`src/rtl/cnt_pkg.sv`:
```
// Shared types and constants for the modulo up/down counter stage.
// Repeat-timer defaults only matter when CNT_AUTO_REPEAT_EN is defined.
package cnt_pkg;

    typedef logic signed [2:0] step_t;

    localparam int REPEAT_DELAY_DEF  = 500;
    localparam int REPEAT_PERIOD_DEF = 100;

    function automatic int tmr_width(input int delay);
        return $clog2(delay + 1);
    endfunction

endpackage

```
`src/rtl/btn_press_gen.sv`:
```
// Press detector for one active-low button: falling-edge detect plus,
// with CNT_AUTO_REPEAT_EN defined, a hold-to-repeat down-counter.
module btn_press_gen
    import cnt_pkg::*;
#(
    parameter int REPEAT_DELAY  = REPEAT_DELAY_DEF,
    parameter int REPEAT_PERIOD = REPEAT_PERIOD_DEF
) (
    input  logic clk_i,
    input  logic rst_i,
    input  logic en_i,
    input  logic btn_n_i,
    output logic press_o
);

    logic prev_q;
    logic edge_press;

    // History tracks the pin even while disabled, so enabling never fakes a press.
    always_ff @(posedge clk_i) begin
        if (rst_i) begin
            prev_q <= 1'b1;
        end else begin
            prev_q <= btn_n_i;
        end
    end

    assign edge_press = prev_q & ~btn_n_i;

`ifdef CNT_AUTO_REPEAT_EN
    localparam int TMAX = (REPEAT_DELAY > REPEAT_PERIOD) ? REPEAT_DELAY : REPEAT_PERIOD;
    localparam int TW   = (tmr_width(TMAX) < 1) ? 1 : tmr_width(TMAX);

    logic [TW-1:0] tmr_q;
    logic          rpt;

    // Terminal count of 1 marks the cycle the synthetic press is issued; 0 is idle.
    assign rpt     = ~btn_n_i & (tmr_q == TW'(1));
    assign press_o = edge_press | rpt;

    always_ff @(posedge clk_i) begin
        if (rst_i || !en_i || btn_n_i) begin
            tmr_q <= '0;
        end else if (edge_press) begin
            tmr_q <= TW'(REPEAT_DELAY);
        end else if (rpt) begin
            tmr_q <= TW'(REPEAT_PERIOD);
        end else if (tmr_q != '0) begin
            tmr_q <= tmr_q - TW'(1);
        end
    end
`else
    logic unused_en;
    assign unused_en = en_i;
    assign press_o   = edge_press;
`endif

endmodule

```
`src/rtl/cnt_mod_updown.sv`:
```
// Modulo up/down counter stage with runtime upper limit, load and carry/borrow
// pulses; button auto-repeat is enabled by defining CNT_AUTO_REPEAT_EN.
module cnt_mod_updown
    import cnt_pkg::*;
#(
    parameter int WIDTH         = 7,
    parameter int MIN_VAL       = 0,
    parameter int MAX_VAL       = 99,
    parameter int REPEAT_DELAY  = REPEAT_DELAY_DEF,
    parameter int REPEAT_PERIOD = REPEAT_PERIOD_DEF
) (
    input  logic             clk,
    input  logic             rst,
    input  logic             en,
    input  logic             tick,
    input  logic             inc_n,
    input  logic             dec_n,
    input  logic [WIDTH-1:0] lim_max,
    input  logic             load,
    input  logic [WIDTH-1:0] load_val,
    output logic [WIDTH-1:0] cnt,
    output logic             carry_o,
    output logic             borrow_o
);

    localparam logic [WIDTH-1:0] MIN_W = WIDTH'(MIN_VAL);
    localparam logic [WIDTH-1:0] MAX_W = WIDTH'(MAX_VAL);
    localparam logic [WIDTH:0]   MIN_X = (WIDTH+1)'(MIN_VAL);
    localparam logic [WIDTH:0]   ONE_X = (WIDTH+1)'(1);

    logic             inc_press;
    logic             dec_press;
    step_t            delta;
    logic [WIDTH-1:0] eff_max;
    logic [WIDTH-1:0] load_clip;
    logic [WIDTH:0]   span;
    logic [WIDTH:0]   sum;
    logic [WIDTH:0]   wrapped;

    logic [WIDTH-1:0] cnt_q, cnt_d;
    logic             carry_q, carry_d;
    logic             borrow_q, borrow_d;

    btn_press_gen #(
        .REPEAT_DELAY (REPEAT_DELAY),
        .REPEAT_PERIOD(REPEAT_PERIOD)
    ) u_inc (
        .clk_i  (clk),
        .rst_i  (rst),
        .en_i   (en),
        .btn_n_i(inc_n),
        .press_o(inc_press)
    );

    btn_press_gen #(
        .REPEAT_DELAY (REPEAT_DELAY),
        .REPEAT_PERIOD(REPEAT_PERIOD)
    ) u_dec (
        .clk_i  (clk),
        .rst_i  (rst),
        .en_i   (en),
        .btn_n_i(dec_n),
        .press_o(dec_press)
    );

    assign delta = step_t'({2'b00, tick}) + step_t'({2'b00, inc_press})
                 - step_t'({2'b00, dec_press});

    always_comb begin
        eff_max = lim_max;
        if (lim_max > MAX_W) begin
            eff_max = MAX_W;
        end
        if (eff_max < MIN_W) begin
            eff_max = MIN_W;
        end

        load_clip = load_val;
        if (load_val > eff_max) begin
            load_clip = eff_max;
        end else if (load_val < MIN_W) begin
            load_clip = MIN_W;
        end
    end

    // Wrap math is done one bit wider so max+2 cannot overflow before subtracting N.
    always_comb begin
        cnt_d    = cnt_q;
        carry_d  = 1'b0;
        borrow_d = 1'b0;
        span     = {1'b0, eff_max} - MIN_X + ONE_X;
        sum      = {1'b0, cnt_q} + {{(WIDTH-1){1'b0}}, delta[1:0]};
        wrapped  = sum - span;

        if (load) begin
            cnt_d = load_clip;
        end else if (cnt_q > eff_max) begin
            cnt_d = eff_max;
        end else if (en) begin
            case (delta)
                3'b001, 3'b010: begin
                    if (sum > {1'b0, eff_max}) begin
                        if (wrapped > {1'b0, eff_max}) begin
                            wrapped = MIN_X;
                        end
                        cnt_d   = wrapped[WIDTH-1:0];
                        carry_d = 1'b1;
                    end else begin
                        cnt_d = sum[WIDTH-1:0];
                    end
                end
                3'b111: begin
                    if (cnt_q == MIN_W) begin
                        cnt_d    = eff_max;
                        borrow_d = 1'b1;
                    end else begin
                        cnt_d = cnt_q - WIDTH'(1);
                    end
                end
                default: begin
                    cnt_d = cnt_q;
                end
            endcase
        end
    end

    always_ff @(posedge clk) begin
        if (rst) begin
            cnt_q    <= MIN_W;
            carry_q  <= 1'b0;
            borrow_q <= 1'b0;
        end else begin
            cnt_q    <= cnt_d;
            carry_q  <= carry_d;
            borrow_q <= borrow_d;
        end
    end

    assign cnt      = cnt_q;
    assign carry_o  = carry_q;
    assign borrow_o = borrow_q;

endmodule
```
`config.mk`:
```
export PLATFORM = sky130hd
export DESIGN_NAME = cnt_mod_updown
export DESIGN_NICKNAME = d
export VERILOG_FILES = /design/src/rtl/cnt_pkg.sv /design/src/rtl/btn_press_gen.sv /design/src/rtl/cnt_mod_updown.sv
export SDC_FILE = /design/constraint.sdc
export NUM_CORES = 1
export LEC_CHECK = 0
export ABC_AREA = 1
export BUFFER_PORTS_ARGS = -buffer_cell sky130_fd_sc_hd__buf_2
export CORE_UTILIZATION = 55
export DETAILED_ROUTE_END_ITERATION = 8
export PLACE_DENSITY = 0.75
export SKIP_CTS_REPAIR_TIMING = 1
export SYNTH_ARGS = -nofsm -noshare
export SYNTH_HDL_FRONTEND = slang
export SYNTH_SLANG_ARGS = --single-unit
export TNS_END_PERCENT = 30
```
`constraint.sdc`:
```
create_clock -name clk -period 10.97 [get_ports clk]
set_input_delay 0 -clock clk [delete_from_list [all_inputs] [get_ports clk]]
set_output_delay 0 -clock clk [all_outputs]
set_load 0.03 [all_outputs]
```
==> impl_metrics.tcl <==
set metrics [dict create \
    status "finished, final reports clean" \
    syn_to_final_growth_pct 11.5 \
    worstReg2RegStart "u_dec.prev_q$_SDFF_PP1_" \
    route.vias.total 2320 \
    grt_pass1_wl_um 9610 \
    postSynthAreaPerCell_um2 6.01 \
    cts-root-buf "clkbuf_8" \
    post-route-drc-count 0 \
    cts_tree "done" \
    dr.pass1.iters 5 \
    fmax_ghz 0.216 \
    start_kind "primary input" \
    hpwlAfterDp_um 4630 \
    nets 450 \
    tritoncts.num_buffers 3 \
    finalSetupTns_ns 0 \
    grt_usage_pct 29.8 \
    core_region_area_mm2 0.00372 \
    finalSetupViolCount 0 \
    portBuffers 29 \
    worstSetupEndpointType "flip-flop" \
    ys_async_sr_fraction_pct 0 \
    finalInstanceArea_mm2 0.00241 \
    start_util_pct 58.2 \
    crit_path_top_delay_cell "dlygate4sd3_1" \
    viasPerCell 5.28 \
    grt_start_max_net_pins 14 \
    place_area_mm2 0.00233 \
    worst_skew_pair.late_latency_ns 0.25 \
    grt_pass1_vias 2190 \
    die_w_um 64.7 \
    synth.distinct_cells 33 \
    wl_per_cell_um 13.2 \
    hp-start "en" \
    cpPeakStageDelay_ns 0.56 \
    cts.path.max_buffers 2 \
    grt_overflow 0 \
    gp_congestion 0.899 \
    ys_warn_count 0 \
    ys_ff_latch 11 \
    synth_area_mm2 0.00216 \
    drt-total-wl_um 5780 \
    num_rows 22 \
    synth_ff_type "dfxtp_1" \
    ant_nets 0 \
    final-hold-violation-count 0 \
    crit_fanout 5 \
    n_fill_cell 369 \
    diodes 0 \
    drv_cap 0 \
    slew_headroom_pct 74.3 \
    antenna_found_initial 0 \
    syn_inst 360 \
    clk_pin_slew_ns 0.05 \
    arrival_ns 4.81 \
    crit_type "primary input to flip-flop" \
    pwr_density_cell_mw_per_mm2 168 \
    drt_iter0_drc 99 \
    rsz0062_at_grt "false" \
    fin_crit_sh_pct 42.3 \
    hold_path_class "primary input to flip-flop" \
    cp-startpoint "inc_n" \
    crit_path_frequent_cell "inv_1" \
    drive_gt1_share_pct 12.8 \
    cts_max_level 1 \
    seq_area_frac_synth_pct 10.2 \
    syn_nets 418 \
    fin_skew_ns 0.00741 \
    cts_num_sinks 11 \
    die_height_um 64.7 \
    cp_data_required_time_ns 11.14 \
    finalMaxSlewViolations 0 \
    leakagePower_nw 1.39 \
    period_needed_ns 4.64 \
    worstMarginPinSlew_ns 0.385 \
    ir_drop_uv 101 \
    synth_edf_count 0 \
    dieArea_mm2 0.00419 \
    ios 30 \
]
[metal layers]
| metal | GRT usage (%) | part of all wire, % | vias to the layer above |
|---|---|---|---|
| li1 | - | - | 1231 |
| met1 | 36.9 | 46 | 1024 |
| met2 | 53.5 | 48 | 52 |
| met3 | 1.76 | 3.7 | 13 |
| met4 | 10.8 | 2.1 | 0 |
| met5 | 0 | 0 | - |
[synthesized netlist by cell type (2+ instances only)]
| cell | number | area [um2] |
|---|---|---|
| nor2_1 | 15 | 56.3 |
| nor3_1 | 3 | 15.0 |
| nand4_1 | 7 | 43.8 |
| a21oi_1 | 33 | 165 |
| fa_1 | 3 | 60.1 |
| ha_1 | 34 | 425 |
| nand2_2 | 5 | 31.3 |
| o21ai_0 | 28 | 140 |
| o21ai_1 | 5 | 25.0 |
| or2_2 | 3 | 18.8 |
| buf_2 | 2 | 10.0 |
| xnor2_1 | 4 | 35.0 |
| inv_2 | 2 | 7.51 |
| nand3b_1 | 2 | 15.0 |
| nand3_1 | 18 | 90.1 |
| a21oi_2 | 3 | 26.3 |
| inv_1 | 66 | 248 |
| o211ai_1 | 3 | 22.5 |
| nand2_1 | 93 | 349 |
| dfxtp_1 | 11 | 220 |
| clkinv_1 | 2 | 7.51 |
| xor2_1 | 7 | 61.3 |
[stage by stage]
stage               setup slack, ns  utilization [%]  hold WS [ns]  cells  total power [W]
CTS                            6.55             64.0       -0.0497    436         0.000400
global route                   5.91             64.8        0.0614    439         0.000450
finish                         6.33             64.8        0.0422    439         0.000405
detailed placement             6.58             62.8         0.195    432         0.000356
floorplan                      6.93                -        0.0966    360         0.000293
global placement               6.66             62.8         0.190    432         0.000353
[worst max-delay path: cells and delay by family]
family | cells | cell delay, ns
AOI/OAI and AO/OA | 3 | 0.48
xor gates and xnor gates | 2 | 0.33
adders and majority gates | 6 | 1.58
buffers and inverters | 9 | 1.15
and+or+nand+nor | 13 | 1.26
[where the power goes]
| part | internal, W | leakage (nW) | switching (W) |
|---|---|---|---|
| logic | 0.000110 | 1.28 | 0.000192 |
| clock network | 0.0000256 | 0.0228 | 0.0000169 |
| registers | 0.0000463 | 0.0910 | 0.0000144 |
[flip-flops by register name (all words and copies together), names as in the netlist]
signal and count:
cnt 7, u_dec.prev_q 1, carry_o 1, borrow_o 1, u_inc.prev_q 1
[placed cells by master (no fill, tap or decap), types with 7 or more instances in the layout]
| master | count |
|---|---|
| nand2_1 | 93 |
| inv_1 | 66 |
| ha_1 | 34 |
| a21oi_1 | 33 |
| buf_2 | 29 |
| o21ai_0 | 28 |
| nand3_1 | 18 |
| nor2_1 | 15 |
| dfxtp_1 | 11 |
| xor2_1 | 7 |
| nand4_1 | 7 |
[cell families after synthesis]
| family | count (synthesis) | synth area share, % |
|---|---|---|
| DFF | 11 | 10.2 |
| and+or+nand+nor | 150 | 30.2 |
| adders and majority gates | 37 | 22.5 |
| AOI/OAI and AO/OA | 75 | 18.8 |
| buffers and inverters | 76 | 13.9 |
| xor gates and xnor gates | 11 | 4.46 |
[path summary, 6_finish.rpt]
kind | cells after the start | slack (ns) | end
worst min-delay path | 3 | 0.04 | borrow_o$_SDFF_PP0_
worst max-delay path | 33 | 6.33 | cnt[5]$_SDFFE_PP0P_
worst min register to register | 2 | 0.67 | cnt[3]$_SDFFE_PP0P_
worst max register to register | 31 | 6.47 | cnt[5]$_SDFFE_PP0P_
[area by class of cell]
| cell class | instances | area [um2] | share of cell area, % |
|---|---|---|---|
| Sequential cell | 11 | 220 | 9.14 |
| Tap cell | 48 | 60.1 | 2.49 |
| Clock buffer | 4 | 45.0 | 1.87 |
| Timing Repair Buffer | 32 | 175 | 7.27 |
| Multi-Input combinational cell | 273 | 1640 | 68.1 |
| Inverter | 71 | 268 | 11.1 |
(Power assumes the default switching activity.)
